--- src/rtl/clk_div_ctrl_if.sv ---
// Bundle between the system side (requesters plus divider feedback) and the
// divider reconfiguration controller.
interface clk_div_ctrl_if #(
  parameter int RATIO_W = 3
);
  // requester A
  logic               i_req_a;
  logic [RATIO_W-1:0] i_ratio_a;
  logic               o_ack_a;
  // requester B
  logic               i_req_b;
  logic [RATIO_W-1:0] i_ratio_b;
  logic               o_ack_b;
  // divider side
  logic               i_div_clk;
  logic               o_clk_en;
  logic [RATIO_W-1:0] o_div_ratio;
  // status
  logic               o_err;
  logic               o_busy;

  // Controller view
  modport slave (
    input  i_req_a, i_ratio_a, i_req_b, i_ratio_b, i_div_clk,
    output o_ack_a, o_ack_b, o_clk_en, o_div_ratio, o_err, o_busy
  );

  // Requester / system view
  modport master (
    output i_req_a, i_ratio_a, i_req_b, i_ratio_b, i_div_clk,
    input  o_ack_a, o_ack_b, o_clk_en, o_div_ratio, o_err, o_busy
  );
endinterface

--- src/rtl/clk_div_ctrl.sv ---
// Reconfiguration controller for an integer clock divider. Two requesters
// ask for a new ratio; requests are arbitrated round-robin, validated, and
// applied with a glitch-safe sequence: wait for the divided clock to be low,
// gate the enable, load the ratio while gated, then re-enable.
module clk_div_ctrl #(
  parameter int RATIO_W   = 3,
  parameter int DEF_RATIO = 2,
  parameter int HOLD_CYC  = 2,
  parameter int TIMEOUT   = 16
) (
  input  logic          i_ref_clk,
  input  logic          i_rst,
  clk_div_ctrl_if.slave bus
);

  typedef enum logic [2:0] {
    ST_IDLE     = 3'd0,
    ST_CHECK    = 3'd1,
    ST_WAIT_LOW = 3'd2,
    ST_GATE     = 3'd3,
    ST_LOAD     = 3'd4,
    ST_ENABLE   = 3'd5
  } state_t;

  // Wait counter runs 0..TIMEOUT-1, hold counter runs 0..HOLD_CYC-1.
  localparam int WAIT_W = (TIMEOUT > 1) ? $clog2(TIMEOUT) : 1;
  localparam int HOLD_W = (HOLD_CYC > 1) ? $clog2(HOLD_CYC) : 1;

  localparam logic [WAIT_W-1:0]  WAIT_LAST  = WAIT_W'(TIMEOUT - 1);
  localparam logic [HOLD_W-1:0]  HOLD_LAST  = HOLD_W'(HOLD_CYC - 1);
  localparam logic [RATIO_W-1:0] RATIO_DEF  = RATIO_W'(DEF_RATIO);
  localparam logic [RATIO_W-1:0] RATIO_BYP  = RATIO_W'(1);
  localparam logic [RATIO_W-1:0] RATIO_ZERO = '0;

  // State and working registers
  state_t             r_state;
  logic               r_grant_b;   // 1: current transaction belongs to B
  logic               r_last_b;    // 1: B was granted most recently
  logic [RATIO_W-1:0] r_ratio;     // latched requested ratio
  logic [WAIT_W-1:0]  r_wait_cnt;
  logic [HOLD_W-1:0]  r_hold_cnt;

  // Registered outputs
  logic               r_clk_en;
  logic [RATIO_W-1:0] r_div_ratio;
  logic               r_ack_a;
  logic               r_ack_b;
  logic               r_err;
  logic               r_busy;

  // Next-state values
  state_t             w_state_next;
  logic               w_grant_b_next;
  logic               w_last_b_next;
  logic [RATIO_W-1:0] w_ratio_next;
  logic [WAIT_W-1:0]  w_wait_cnt_next;
  logic [HOLD_W-1:0]  w_hold_cnt_next;
  logic               w_clk_en_next;
  logic [RATIO_W-1:0] w_div_ratio_next;
  logic               w_ack_a_next;
  logic               w_ack_b_next;
  logic               w_err_next;
  logic               w_busy_next;

  // Arbitration helpers
  logic               w_req_a;
  logic               w_req_b;
  logic               w_any_req;
  logic               w_pick_b;
  logic [RATIO_W-1:0] w_sel_ratio;
  logic               w_low_seen;

  // A requester whose ack is on the bus this cycle has not yet had a chance
  // to drop its level request, so it is masked to avoid a spurious re-grant.
  assign w_req_a   = bus.i_req_a & ~r_ack_a;
  assign w_req_b   = bus.i_req_b & ~r_ack_b;
  assign w_any_req = w_req_a | w_req_b;

  // B wins when it is alone, or on a tie when A was granted last.
  assign w_pick_b    = w_req_b & (~w_req_a | ~r_last_b);
  assign w_sel_ratio = w_pick_b ? bus.i_ratio_b : bus.i_ratio_a;

  // Safe to gate: divided clock low, bypass ratio (no divided phase), or
  // the wait budget is used up.
  assign w_low_seen = ~bus.i_div_clk | (r_div_ratio == RATIO_BYP) |
                      (r_wait_cnt == WAIT_LAST);

  // Next-state and output decode
  always_comb begin
    w_state_next     = r_state;
    w_grant_b_next   = r_grant_b;
    w_last_b_next    = r_last_b;
    w_ratio_next     = r_ratio;
    w_wait_cnt_next  = r_wait_cnt;
    w_hold_cnt_next  = r_hold_cnt;
    w_clk_en_next    = r_clk_en;
    w_div_ratio_next = r_div_ratio;
    w_ack_a_next     = 1'b0;
    w_ack_b_next     = 1'b0;
    w_err_next       = 1'b0;
    w_busy_next      = r_busy;

    case (r_state)
      ST_IDLE: begin
        w_busy_next = w_any_req;
        if (w_any_req) begin
          w_grant_b_next = w_pick_b;
          w_last_b_next  = w_pick_b;
          w_ratio_next   = w_sel_ratio;
          w_state_next   = ST_CHECK;
        end
      end

      ST_CHECK: begin
        if (r_ratio == RATIO_ZERO) begin
          // Rejected: acknowledge with error, divider untouched.
          w_ack_a_next = ~r_grant_b;
          w_ack_b_next = r_grant_b;
          w_err_next   = 1'b1;
          w_state_next = ST_IDLE;
        end else if (r_ratio == r_div_ratio) begin
          // Nothing to change: acknowledge without gating.
          w_ack_a_next = ~r_grant_b;
          w_ack_b_next = r_grant_b;
          w_state_next = ST_IDLE;
        end else begin
          w_wait_cnt_next = '0;
          w_state_next    = ST_WAIT_LOW;
        end
      end

      ST_WAIT_LOW: begin
        if (w_low_seen) begin
          w_clk_en_next   = 1'b0;
          w_hold_cnt_next = '0;
          w_state_next    = ST_GATE;
        end else begin
          w_wait_cnt_next = r_wait_cnt + 1'b1;
        end
      end

      ST_GATE: begin
        if (r_hold_cnt == HOLD_LAST) begin
          // Ratio changes only while the enable is held low.
          w_div_ratio_next = r_ratio;
          w_state_next     = ST_LOAD;
        end else begin
          w_hold_cnt_next = r_hold_cnt + 1'b1;
        end
      end

      ST_LOAD: begin
        // Re-enable and acknowledge land in the same cycle.
        w_clk_en_next = 1'b1;
        w_ack_a_next  = ~r_grant_b;
        w_ack_b_next  = r_grant_b;
        w_state_next  = ST_ENABLE;
      end

      ST_ENABLE: begin
        w_busy_next  = 1'b0;
        w_state_next = ST_IDLE;
      end

      default: begin
        w_state_next  = ST_IDLE;
        w_clk_en_next = 1'b1;
        w_busy_next   = 1'b0;
      end
    endcase
  end

  // State and output registers; reset abandons any sequence in flight.
  always_ff @(posedge i_ref_clk or posedge i_rst) begin
    if (i_rst) begin
      r_state     <= ST_IDLE;
      r_grant_b   <= 1'b0;
      r_last_b    <= 1'b1;
      r_ratio     <= RATIO_DEF;
      r_wait_cnt  <= '0;
      r_hold_cnt  <= '0;
      r_clk_en    <= 1'b1;
      r_div_ratio <= RATIO_DEF;
      r_ack_a     <= 1'b0;
      r_ack_b     <= 1'b0;
      r_err       <= 1'b0;
      r_busy      <= 1'b0;
    end else begin
      r_state     <= w_state_next;
      r_grant_b   <= w_grant_b_next;
      r_last_b    <= w_last_b_next;
      r_ratio     <= w_ratio_next;
      r_wait_cnt  <= w_wait_cnt_next;
      r_hold_cnt  <= w_hold_cnt_next;
      r_clk_en    <= w_clk_en_next;
      r_div_ratio <= w_div_ratio_next;
      r_ack_a     <= w_ack_a_next;
      r_ack_b     <= w_ack_b_next;
      r_err       <= w_err_next;
      r_busy      <= w_busy_next;
    end
  end

  assign bus.o_clk_en    = r_clk_en;
  assign bus.o_div_ratio = r_div_ratio;
  assign bus.o_ack_a     = r_ack_a;
  assign bus.o_ack_b     = r_ack_b;
  assign bus.o_err       = r_err;
  assign bus.o_busy      = r_busy;

endmodule

--- src/flat_wrapper.sv ---
// flat-port wrapper written by rule: the top's interface ports become plain ports
module clk_div_ctrl_flat 
#(
  parameter int RATIO_W   = 3,
  parameter int DEF_RATIO = 2,
  parameter int HOLD_CYC  = 2,
  parameter int TIMEOUT   = 16
)
  (i_ref_clk, i_rst, bus_i_req_a, bus_i_ratio_a, bus_i_req_b, bus_i_ratio_b, bus_i_div_clk, bus_o_ack_a, bus_o_ack_b, bus_o_clk_en, bus_o_div_ratio, bus_o_err, bus_o_busy);
  clk_div_ctrl_if #(.RATIO_W(RATIO_W)) bus_i ();
  input  logic i_ref_clk;
  input  logic i_rst;
  input wire logic [$bits(bus_i.i_req_a)-1:0] bus_i_req_a;
  input wire logic [$bits(bus_i.i_ratio_a)-1:0] bus_i_ratio_a;
  input wire logic [$bits(bus_i.i_req_b)-1:0] bus_i_req_b;
  input wire logic [$bits(bus_i.i_ratio_b)-1:0] bus_i_ratio_b;
  input wire logic [$bits(bus_i.i_div_clk)-1:0] bus_i_div_clk;
  output wire logic [$bits(bus_i.o_ack_a)-1:0] bus_o_ack_a;
  output wire logic [$bits(bus_i.o_ack_b)-1:0] bus_o_ack_b;
  output wire logic [$bits(bus_i.o_clk_en)-1:0] bus_o_clk_en;
  output wire logic [$bits(bus_i.o_div_ratio)-1:0] bus_o_div_ratio;
  output wire logic [$bits(bus_i.o_err)-1:0] bus_o_err;
  output wire logic [$bits(bus_i.o_busy)-1:0] bus_o_busy;
  assign bus_i.i_req_a = bus_i_req_a;
  assign bus_i.i_ratio_a = bus_i_ratio_a;
  assign bus_i.i_req_b = bus_i_req_b;
  assign bus_i.i_ratio_b = bus_i_ratio_b;
  assign bus_i.i_div_clk = bus_i_div_clk;
  assign bus_o_ack_a = bus_i.o_ack_a;
  assign bus_o_ack_b = bus_i.o_ack_b;
  assign bus_o_clk_en = bus_i.o_clk_en;
  assign bus_o_div_ratio = bus_i.o_div_ratio;
  assign bus_o_err = bus_i.o_err;
  assign bus_o_busy = bus_i.o_busy;
  clk_div_ctrl #(.RATIO_W(RATIO_W), .DEF_RATIO(DEF_RATIO), .HOLD_CYC(HOLD_CYC), .TIMEOUT(TIMEOUT)) u_core (.i_ref_clk(i_ref_clk), .i_rst(i_rst), .bus(bus_i));
endmodule
--- config.mk ---
export PLATFORM = sky130hd
export DESIGN_NAME = clk_div_ctrl_flat
export DESIGN_NICKNAME = d
export VERILOG_FILES = /design/src/rtl/clk_div_ctrl_if.sv /design/src/rtl/clk_div_ctrl.sv /design/src/flat_wrapper.sv
export SDC_FILE = /design/constraint.sdc
export NUM_CORES = 1
export LEC_CHECK = 0
export CAP_MARGIN = 15
export CORE_MARGIN = 1
export CORE_UTILIZATION = 55
export CTS_CLUSTER_DIAMETER = 40
export CTS_CLUSTER_SIZE = 30
export DETAILED_ROUTE_END_ITERATION = 7
export PLACE_DENSITY_LB_ADDON = 0.2
export SYNTH_ARGS = -nofsm -noshare
export SYNTH_HDL_FRONTEND = slang
export SYNTH_SLANG_ARGS = --single-unit
export TNS_END_PERCENT = 1
--- constraint.sdc ---
create_clock -name i_ref_clk -period 4.7 [get_ports i_ref_clk]
set_clock_uncertainty 0.1 [all_clocks]
set_input_delay 0.47 -clock i_ref_clk [delete_from_list [all_inputs] [get_ports i_ref_clk]]
set_output_delay 0.47 -clock i_ref_clk [all_outputs]
set_load 0.01 [all_outputs]
# Word-level counts from Yosys, hierarchy flattened
# Index checks and enable logic that the tools add are counted.
# classes
addsub	2
eq_ne	14
n_mux	24
bitwise	14
reduce_logical	12
# ops
cell	count
$mux W3	5
$pmux W3 S5	1
$mux W4	3
$pmux W1 S2	5
$mux W1	8
$pmux W4 S2	1
$reduce_and A2 Y1	4
$reduce_or A4 Y1	2
$not A1 Y1	7
$eq A3 B1 Y1 const B	2
$eq A3 B2 Y1 const B	2
$eq A3 B3 Y1 const B	2
$logic_not A3 Y1	2
$ne A2 B1 Y1 const B	3
$ne A2 B2 Y1 const B	3
$add A4 B1 Y4 const B	1
$eq A4 B4 Y1 const B	1
$or A1 B1 Y1	4
$reduce_and A4 Y1	1
$reduce_bool A2 Y1	2
$and A1 B1 Y1	3
$eq A3 B3 Y1	1
$reduce_and A3 Y1	1
$mux W2	1
$add A1 B1 Y1 const B	1
# word_totals
reg_bits	21
input_bits	11
elab_cells	78

# Logic depth before layout (Yosys ltp)
# Gate-level depths: netlist of the first run.
# logic_depth
word_depth	6
depth_mapped	6
ltp_nobuf	6

# Least setup slack after synthesis of the first run
# No wires, ideal clock.
# synth_timing
path_kind	register -> register
start	register u_core.r_wait_cnt[0]
end	register u_core.r_wait_cnt[3]
t_arrival_ps	1717
required_time_ps	4520
path_slack_ps	2803
stages_incl_launch_ff	7
period_less_slack_ps	1897
cell_sequence	dfrtp_1 > ha_1 > and3_1 > and4bb_4 > nand4_2 > or4_1 > o211ai_2
# synth_between
elab_chain_cells	4
word_cells_on_any_way	7
# synth_rtl
item	line_no	source
start: declaration	clk_div_ctrl.sv:40	logic [WAIT_W-1:0] r_wait_cnt;
start signal: assignment	clk_div_ctrl.sv:193	r_wait_cnt <= w_wait_cnt_next;
branches (longest 4 deep; another with $add A4 B1 Y4)	n/a	
# Parallel ways; which one is timed is not known. The select of a mux whose other input is x is not followed.
# A chain may end at the register's enable or synchronous reset.

# Final worst setup path of the first run
# Ends and elaborated chain as after synthesis.

==> impl_metrics.ini, run 1 <==
[run_status]
status = complete, no violations

[global_route]
antenna_found_initial = 0
grt_pass1_wl_mm = 3.78
grt_overflow = 0
grt_max_degree = 22
grt_pass1_vias = 829
track_usage_pct = 25.0

[clock_network]
cts_buffers = 3
clock-sinks = 21
cts-root-buf = clkbuf_4
cts_tree = yes
cts_setup_buffers = 0
path_clk_slew_ns = 0.11
clk_path_buf_depth = 2
cts_resized = 0
holdBufCountCts = 0
htreeDepth = 1
clk_latency_ns = 0.30

[sta]
max_freq_mhz = 490
tns_ns = 0
setup_violations = 0
min_period_over_period_pct = 43.4
fin_ws_ns = 2.66
tightestPinTransition_ns = 0.797
slew_headroom_pct = 46.8
post-route-min-period_ns = 2.04
final-hold-violation-count = 0
drv_slew = 0
grt_setup_unrepaired = false

[placement]
port_buffers = 18
pre_cts_ws_ns = 2.63
placed_area_um2 = 1310
detailed_place_hpwl_mm = 1.77
gp_congestion = 0.858

[yosys]
async_flop_share_pct = 100
ys_types = 38
ys_seq_elements = 21
ys_top_cells_by_area = dfrtp_1 39%, dfstp_2 9.5%, nand2_1 5.1%, mux2i_1 3.6%, o41ai_1 3.2%
synth_largest_area_cell = dfrtp_1
seq_area_frac_synth_pct = 48.0
synth_flop_cell = dfrtp_1
synth_nets = 122
netlist_area_um2 = 1100
netlist_instances = 110
synth_edf_count = 0
synth_top_cell_area_share_pct = 38.5
syn_area_per_cell_um2 = 10.0
yosysWarningCount = 0

[worst_setup_path]
cp.required_ns = 4.83
worstReg2RegEnd = u_core.r_wait_cnt[3]$_DFFE_PP0P_
crit_type = reg -> reg
rr_startpoint = u_core.r_wait_cnt[0]$_DFFE_PP0P_
crit_fanout = 5
r2r_cells = 6
r2r_slack_ns = 2.66
critical_path.startpoint_type = register
cp_data_arrival_time_ns = 2.17
end_kind = register

[power_and_ir_drop]
p_switching_mw = 0.384
pwr-share-clk_pct = 9.8
power_leakage_nw = 0.573
combPwrFrac_pct = 45.6
power.internal_mw = 0.508
p_sw_share_pct = 43.1
vdd_drop_max_uv = 398
pwr-share-seq_pct = 44.6
finalPower_mw = 0.892
p_per_area_nw_per_um2 = 670

[finish]
post-route-util_pct = 73.9
area_growth_pct = 20.5
num-fill-cells = 129
antenna_cells = 0
drive_gt1_share_pct = 11.6
finalInstanceArea_um2 = 1330
nNetsFinal = 142

[die]
io_pins = 19
die_w_um = 46.8
core_um2 = 1800
die_h_um = 46.8
die-area_um2 = 2190
initial_core_util_pct = 61.3
rows = 15

[worst_hold_path]
hold_class = reg -> reg
hold_end = u_core.r_last_b$_DFFE_PP1P_
whs_path_depth = 2
worstHoldStart = u_core.r_last_b$_DFFE_PP1P_

[route]
dr.first_iter.drc_count = 35
routed_via_density = 6.01
vias = 925
ant_nets = 0
drc = 0
first_pass_iters = 4
wl_per_cell_um = 15.5
routed_wl_mm = 2.39

[run]
maxCapViolations = 0
==> logic make-up (layout without fill, tap and decap cells) <==
group / after synthesis / in the layout / synth area share [%]
AOI/OAI and AO/OA: 28 / 28 / 18.3
xor gates and xnor gates: 2 / 2 / 1.59
adders and majority gates: 1 / 1 / 1.13
buffers and inverters: 9 / 28 / 3.06
DFF: 21 / 21 / 48.0
muxes: 7 / 7 / 6.68
and+or+nand+nor: 42 / 42 / 21.2
==> worst max-delay path by stage <==
stage | start | to | slack [ns]
finish | u_core.r_wait_cnt[0]$_DFFE_PP0P_ | u_core.r_wait_cnt[3]$_DFFE_PP0P_ | 2.66
floorplan | u_core.r_wait_cnt[0]$_DFFE_PP0P_ | u_core.r_wait_cnt[3]$_DFFE_PP0P_ | 2.80
global route | u_core.r_wait_cnt[0]$_DFFE_PP0P_ | u_core.r_wait_cnt[3]$_DFFE_PP0P_ | 2.55
CTS | u_core.r_wait_cnt[0]$_DFFE_PP0P_ | u_core.r_wait_cnt[3]$_DFFE_PP0P_ | 2.67
global placement | bus_i_div_clk | u_core.r_wait_cnt[3]$_DFFE_PP0P_ | 2.68
detailed placement | bus_i_req_b | u_core.r_ratio[0]$_DFFE_PP0P_ | 2.63
==> synthesized netlist by cell type, drive strengths merged (3+ instances only) <==
cell and n:
dfstp 4, o21ai 8, mux2i 4, nand2b 4, a22o 3, nand2 15, a21oi 3, inv 6
or4 3, nor3b 3, nor2 8, clkbuf 3, dfrtp 17, mux2 3, o41ai 4
==> layout make-up <==
class / count / area [um2] / area share [%]
multi-input cells: 80 / 541 / 40.6
flip-flops and latches: 21 / 531 / 39.8
repair buffers: 18 / 180 / 13.5
well taps: 25 / 31.3 / 2.35
clock buffers: 4 / 26.3 / 1.97
inverters: 6 / 22.5 / 1.69
==> power by group through the flow <==
stage | Sequential, mW | Combinational, mW | Clock (mW)
final | 0.398 | 0.407 | 0.0874
after global routing | 0.410 | 0.452 | 0.0961
after CTS | 0.395 | 0.408 | 0.0876
after detailed placement | 0.399 | 0.405 | 0
after global placement | 0.389 | 0.388 | 0
after floorplan | 0.361 | 0.295 | 0
==> metal layers <==
metal	vias up	GRT usage [%]	routed length, um
met5	-	0	0
met4	0	10.3	59
met3	7	3.85	101
met2	24	41.9	1180
met1	448	32.3	1060
li1	446	-	-
==> registers in the layout (all words and copies together), names as in the netlist <==
name and cells:
u_core.r_ratio 3, u_core.bus.o_ack_a 1, u_core.r_last_b 1, u_core.r_wait_cnt 4
u_core.r_grant_b 1, u_core.bus.o_err 1, u_core.bus.o_clk_en 1, u_core.bus.o_busy 1
u_core.bus.o_div_ratio 3, u_core.r_hold_cnt 1, u_core.r_state 3, u_core.bus.o_ack_b 1
==> metrics by stage <==
stage	hold WS (ns)	cells
detailed placement	0.383	150
global route	0.413	154
floorplan	0.339	110
CTS	0.401	154
finish	0.402	154
global placement	0.347	150
==> cell usage in the layout (no fill, tap or decap), drive strengths merged, types with 4 or more instances in the layout <==
cell and count:
nand2b 4, dfstp 4, dfrtp 17, nor2 8, nand2 15, mux2i 4
inv 6, o41ai 4, clkbuf 4, clkdlybuf4s50 18, o21ai 8
==> critical path, cell delays in order (launching register included) <==
cell and delay, ns:
dfrtp_1 0.45, ha_1 0.25, and3_1 0.19, and4bb_4 0.36, nand4_2 0.13, or4_1 0.43, o211ai_2 0.07
(Power assumes the default switching activity.)
==> run 2, diff against run 1 <==
--- a/config.mk
+++ b/config.mk
@@ -7,7 +7,7 @@
 export LEC_CHECK = 0
 export CAP_MARGIN = 15
 export CORE_MARGIN = 1
-export CORE_UTILIZATION = 55
+export CORE_UTILIZATION = 46
 export CTS_CLUSTER_DIAMETER = 40
 export CTS_CLUSTER_SIZE = 30
 export DETAILED_ROUTE_END_ITERATION = 7
==> constraint.sdc (replaced) <==
create_clock -name i_ref_clk -period 1.75 [get_ports i_ref_clk]
set_clock_uncertainty 0.1 [all_clocks]
set_input_delay 0.175 -clock i_ref_clk [delete_from_list [all_inputs] [get_ports i_ref_clk]]
set_output_delay 0.175 -clock i_ref_clk [all_outputs]
set_load 0.01 [all_outputs]
==> run 2 against run 1 <==
Net effect:
- the run now ends with setup timing left
- die area up 19%
- hold slack worse by 0.30 ns
- count of clock-buffer cells in the layout stayed put
- worst setup slack got worse by 2.7 ns
- final area increased by 16%
- combinational power grew to 3.8 times the previous value
- fmax up 12%
- non-clock buffer count increased by 19
- critical path type unchanged
- critical endpoint unchanged
==> impl_metrics.ini, run 2 (synthesis gave the netlist of run 1 again) <==
[worst_setup_path]
crit_type = reg -> reg
cp_top_family = simple AND/OR/NAND/NOR gates
crit_path_cell_trace = ha_2 > and3_4 > and4bb_4 > nand4_4 > or4_4 > o211ai_2
cp_data_arrival_time_ns = 1.96
cp.required_ns = 1.88
critical_path.startpoint_type = register
critPathSlowestCell = or4_4
crit_fanout = 3
slowest_delay_ns = 0.42
end_kind = register
critPathBufInv = 0

[finish]
post-route-util_pct = 68.9
largest_register_ffs = 4
drive_gt1_share_pct = 29.1
final_common_cell = buf_4
regMostFlops = u_core.r_wait_cnt
final_cells = 176
antenna_cells = 0
mostFrequentLayoutCells = 18 x buf_4, 17 x clkdlybuf4s50_1, 16 x dfrtp_1
nNetsFinal = 161
num-fill-cells = 168
area_growth_pct = 39.3

[placement]
gp_congestion = 0.813
detailed_place_hpwl_mm = 1.82
port_buffers = 18
place_inst = 168

[sta]
fin_ws_ns = -0.0740
holdWs_ns = 0.0976
final-hold-violation-count = 0
grt_setup_unrepaired = true
max_freq_mhz = 548
setup_violations = 2
slew_headroom_pct = 74.7
tightestPinTransition_ns = 0.378
min_period_over_period_pct = 104
drv_slew = 0
post-route-min-period_ns = 1.82

[power_and_ir_drop]
vdd_drop_max_uv = 1190
p_sw_share_pct = 41.5
pwr-share-clk_pct = 8.6
pwr-share-seq_pct = 34.9
power_leakage_nw = 0.698
power.internal_mw = 1.60
p_per_area_nw_per_um2 = 1770
p_switching_mw = 1.13
combPwrFrac_pct = 56.5

[die]
die-area_um2 = 2600
initial_core_util_pct = 49.5
io_pins = 19
die_h_um = 51.0
rows = 17
die_w_um = 51.0
core_um2 = 2230

[global_route]
grt_overflow = 0
grt_max_degree = 22
met1_usage_pct = 30.3
grt_pass1_vias = 966
busiest_layer = met2
grt_pass1_wl_mm = 4.35
gr-usage-met2_pct = 38.4
track_usage_pct = 23.3
grt_util_met3_pct = 3.57
antenna_found_initial = 0

[route]
routed_via_density = 5.62
dr.first_iter.drc_count = 30
routed_wl_mm = 2.63
wl_per_cell_um = 14.9
first_pass_iters = 4
drc = 0
ant_nets = 0
vias = 989

[clock_network]
clock-sinks = 21
cts_buffers = 3
clk_latency_ns = 0.30
clk_path_buf_depth = 2
cts_tree = yes
holdBufCountCts = 0
cts-root-buf = clkbuf_4
path_clk_slew_ns = 0.11
htreeDepth = 1

[run]
maxCapViolations = 0

[run_status]
status = complete, but fails checks
violations = setup timing

[worst_hold_path]
hold_class = in -> async
-- run 2: routing by layer --
metal  vias to the layer above  wire, um
li1                        481         -
met1                       486      1120
met2                        18      1390
met4                         0        27
met3                         4        89
met5                         -         0
-- run 2: worst reg2reg max path, cell delays in order (launching register included) --
cell	delay, ns
dfrtp_1	0.41
ha_2	0.22
and3_4	0.15
and4bb_4	0.32
nand4_4	0.07
or4_4	0.42
o211ai_2	0.07
-- run 2: per-stage QoR --
stage / worst slack (ns) / TNS [ns] / cell area (um2) / total power [mW]
6_report: -0.0740 / -0.0752 / 1540 / 2.73
5_1_grt: -0.120 / -0.251 / 1540 / 2.93
4_1_cts: -0.134 / -0.134 / 1490 / 2.65
3_5_place_dp: -0.111 / -0.111 / 1420 / 2.37
3_3_place_gp: -0.0494 / -0.0494 / 1420 / 2.32
2_1_floorplan: -0.147 / -0.147 / 1100 / 1.76
-- run 2: worst paths after layout --
kind / start / to / slack (ns) / cells after the start
hold reg to reg: u_core.r_last_b$_DFFE_PP1P_ / u_core.r_last_b$_DFFE_PP1P_ / 0.38 / 2
min in group i_ref_clk: bus_i_ratio_a[1] / u_core.r_ratio[1]$_DFFE_PP1P_ / 0.36 / 3
hold / removal: i_rst / u_core.bus.o_ack_b$_DFF_PP0_ / 0.1 / 3
max in group asynchronous: i_rst / u_core.bus.o_clk_en$_DFFE_PP1P_ / 1.18 / 3
setup / recovery: u_core.r_wait_cnt[0]$_DFFE_PP0P_ / u_core.r_wait_cnt[3]$_DFFE_PP0P_ / -0.07 / 6
setup reg to reg: u_core.r_wait_cnt[0]$_DFFE_PP0P_ / u_core.r_wait_cnt[3]$_DFFE_PP0P_ / -0.07 / 6
-- run 2: final cells by class --
cell class	count	area [um2]	area share, %
multi-input combinational	80	594	38.6
sequential	21	532	34.6
timing repair buffer	37	329	21.4
tap	28	35.0	2.28
clock buffer	4	26.3	1.71
inverter	6	22.5	1.46
-- run 2: power groups by stage --
stage / Combinational (mW) / Sequential, mW / Clock (mW)
2_1_floorplan: 0.792 / 0.970 / 0
3_3_place_gp: 1.39 / 0.928 / 0
3_5_place_dp: 1.43 / 0.939 / 0
4_1_cts: 1.48 / 0.931 / 0.243
5_1_grt: 1.69 / 0.985 / 0.263
6_report: 1.54 / 0.952 / 0.233
-- run 2: repair_timing --
item                       4_1_cts  5_1_grt
gates resized for setup          5        7
hold endpoints to repair         0        0
pin swaps                        5        3
setup endpoints to repair        1        7
setup buffers                    2        2
==> run 3, diff against run 2 <==
--- a/config.mk
+++ b/config.mk
@@ -6,11 +6,14 @@
 export NUM_CORES = 1
 export LEC_CHECK = 0
 export CAP_MARGIN = 15
+export CELL_PAD_IN_SITES_DETAIL_PLACEMENT = 0
+export CELL_PAD_IN_SITES_GLOBAL_PLACEMENT = 1
 export CORE_MARGIN = 1
-export CORE_UTILIZATION = 46
+export CORE_UTILIZATION = 36
 export CTS_CLUSTER_DIAMETER = 40
 export CTS_CLUSTER_SIZE = 30
 export DETAILED_ROUTE_END_ITERATION = 7
+export GPL_TIMING_DRIVEN = 0
 export PLACE_DENSITY_LB_ADDON = 0.2
 export SYNTH_ARGS = -nofsm -noshare
 export SYNTH_HDL_FRONTEND = slang
==> run 3 against run 2 <==
Net effect:
- the flow finishes with violations (DRC, setup timing)
- cell count down 2.8%
- highest routed layer unchanged
- global-route usage shrank 7.0 points
- via count fell by 3.4%
- largest cell class unchanged
- first-iteration DRC count decreased by 17%
==> impl_metrics.ini, run 3 (synthesis gave the netlist of run 1 again) <==
[run_status]
status = complete, but fails checks
violations = DRC, setup timing

[route]
first_pass_iters = 6
wl_per_cell_um = 14.2
dr.first_iter.drc_count = 25
routed_wl_mm = 2.43
vias = 955
drc = 2
ant_nets = 0
routed_via_density = 5.58

[die]
die-area_um2 = 3290
core_um2 = 2830
die_h_um = 57.4
die_w_um = 57.4
initial_core_util_pct = 39.1
io_pins = 19
rows = 19

[worst_setup_path]
slowest_delay_ns = 0.43
crit_start = u_core.r_wait_cnt[0]$_DFFE_PP0P_
cp_top_family = simple AND/OR/NAND/NOR gates
crit_fanout = 3
critPathSlowestCell = or4_4
cp.required_ns = 1.90
critPathBufInv = 0
crit_path_cell_trace = ha_2 > and3_4 > and4bb_4 > nand4_4 > or4_4 > o211ai_2
critical_path.startpoint_type = register
crit_type = reg -> reg
r2r_slack_ns = -0.08
path_depth = 6
rr_startpoint = u_core.r_wait_cnt[0]$_DFFE_PP0P_
r2r_cells = 6
end_kind = register
cp_data_arrival_time_ns = 1.98
worstReg2RegEnd = u_core.r_wait_cnt[3]$_DFFE_PP0P_

[placement]
placed_area_um2 = 1320
gp_congestion = 0.774
detailed_place_hpwl_mm = 1.71
port_buffers = 18

[power_and_ir_drop]
p_per_area_nw_per_um2 = 1730
finalPower_mw = 2.52
power_leakage_nw = 0.647
vdd_drop_max_uv = 906

[sta]
max_freq_mhz = 545
fin_ws_ns = -0.0841
min_period_over_period_pct = 105
slew_headroom_pct = 46.4
post-route-min-period_ns = 1.83
grt_setup_unrepaired = true
setup_violations = 1
drv_slew = 0
tightestPinTransition_ns = 0.803
final-hold-violation-count = 0

[clock_network]
path_clk_slew_ns = 0.13
holdBufCountCts = 0
cts_buffers = 3
cts_tree = yes
clock-sinks = 21
clk_latency_ns = 0.31
cts-root-buf = clkbuf_4
htreeDepth = 1
clk_path_buf_depth = 2

[finish]
nNetsFinal = 153
num-fill-cells = 255
mostFrequentLayoutCells = 17 x clkdlybuf4s50_1, 17 x dfrtp_1, 15 x nand2_1
finalInstanceArea_um2 = 1460
largest_register_ffs = 4
area_growth_pct = 32.2
regMostFlops = u_core.r_wait_cnt
antenna_cells = 0
post-route-util_pct = 51.6
drive_gt1_share_pct = 21.4

[global_route]
grt_pass1_vias = 959
track_usage_pct = 16.2
grt_max_degree = 22
antenna_found_initial = 0
grt_pass1_wl_mm = 4.06
grt_overflow = 0

[worst_hold_path]
hold_class = in -> async

[run]
maxCapViolations = 0
[run 3: worst max-delay path by stage]
stage / endpoint / slack [ns]
2_1_floorplan: u_core.r_wait_cnt[3]$_DFFE_PP0P_ / -0.15
3_3_place_gp: u_core.r_wait_cnt[3]$_DFFE_PP0P_ / -0.24
3_5_place_dp: u_core.r_wait_cnt[3]$_DFFE_PP0P_ / -0.26
4_1_cts: u_core.r_wait_cnt[3]$_DFFE_PP0P_ / -0.18
5_1_grt: u_core.r_wait_cnt[3]$_DFFE_PP0P_ / -0.14
6_report: u_core.r_wait_cnt[3]$_DFFE_PP0P_ / -0.08
[run 3: power by group]
part / switching (mW) / internal [mW]
Sequential: 0.242 / 0.737
Clock: 0.164 / 0.0873
Combinational: 0.684 / 0.610
[run 3: final cells by class]
type	count	area, um2	area share [%]
Clock inverter	1	7.51	0.514
Sequential cell	21	531	36.3
Multi-Input combinational cell	80	583	39.9
Clock buffer	3	22.5	1.54
Tap cell	31	38.8	2.66
Timing Repair Buffer	26	243	16.6
Buffer	3	12.5	0.857
Inverter	6	22.5	1.54
[run 3: timing repair]
action,in CTS,in global routing
resized for setup,6,4
buffers inserted,5,3
pin swaps,4,3
gates cloned,0,0
setup endpoints to repair,7,7
[run 3: metrics by stage]
| step | worst slack, ns | hold slack (ns) | TNS (ns) | std cells |
|---|---|---|---|---|
| detailed placement | -0.263 | 0.359 | -0.591 | 159 |
| global placement | -0.242 | 0.352 | -0.370 | 159 |
| floorplan | -0.147 | 0.0486 | -0.147 | 110 |
| global route | -0.140 | 0.294 | -0.328 | 171 |
| CTS | -0.176 | 0.226 | -0.176 | 168 |
| finish | -0.0841 | 0.196 | -0.0841 | 171 |
[run 3: routing by layer]
metal	track usage, %	vias up	wire length (um)
met3	3.40	6	92
li1	-	466	-
met4	9.06	0	57
met2	26.6	20	1170
met5	0	-	0
met1	19.9	463	1110
[run 3: worst register-to-register path, delay by kind of cell (launching register included)]
| kind | cells | cell delay [ns] |
|---|---|---|
| simple gates | 4 | 0.99 |
| fa+ha+maj | 1 | 0.20 |
| compound gates | 1 | 0.07 |
| flops | 1 | 0.41 |
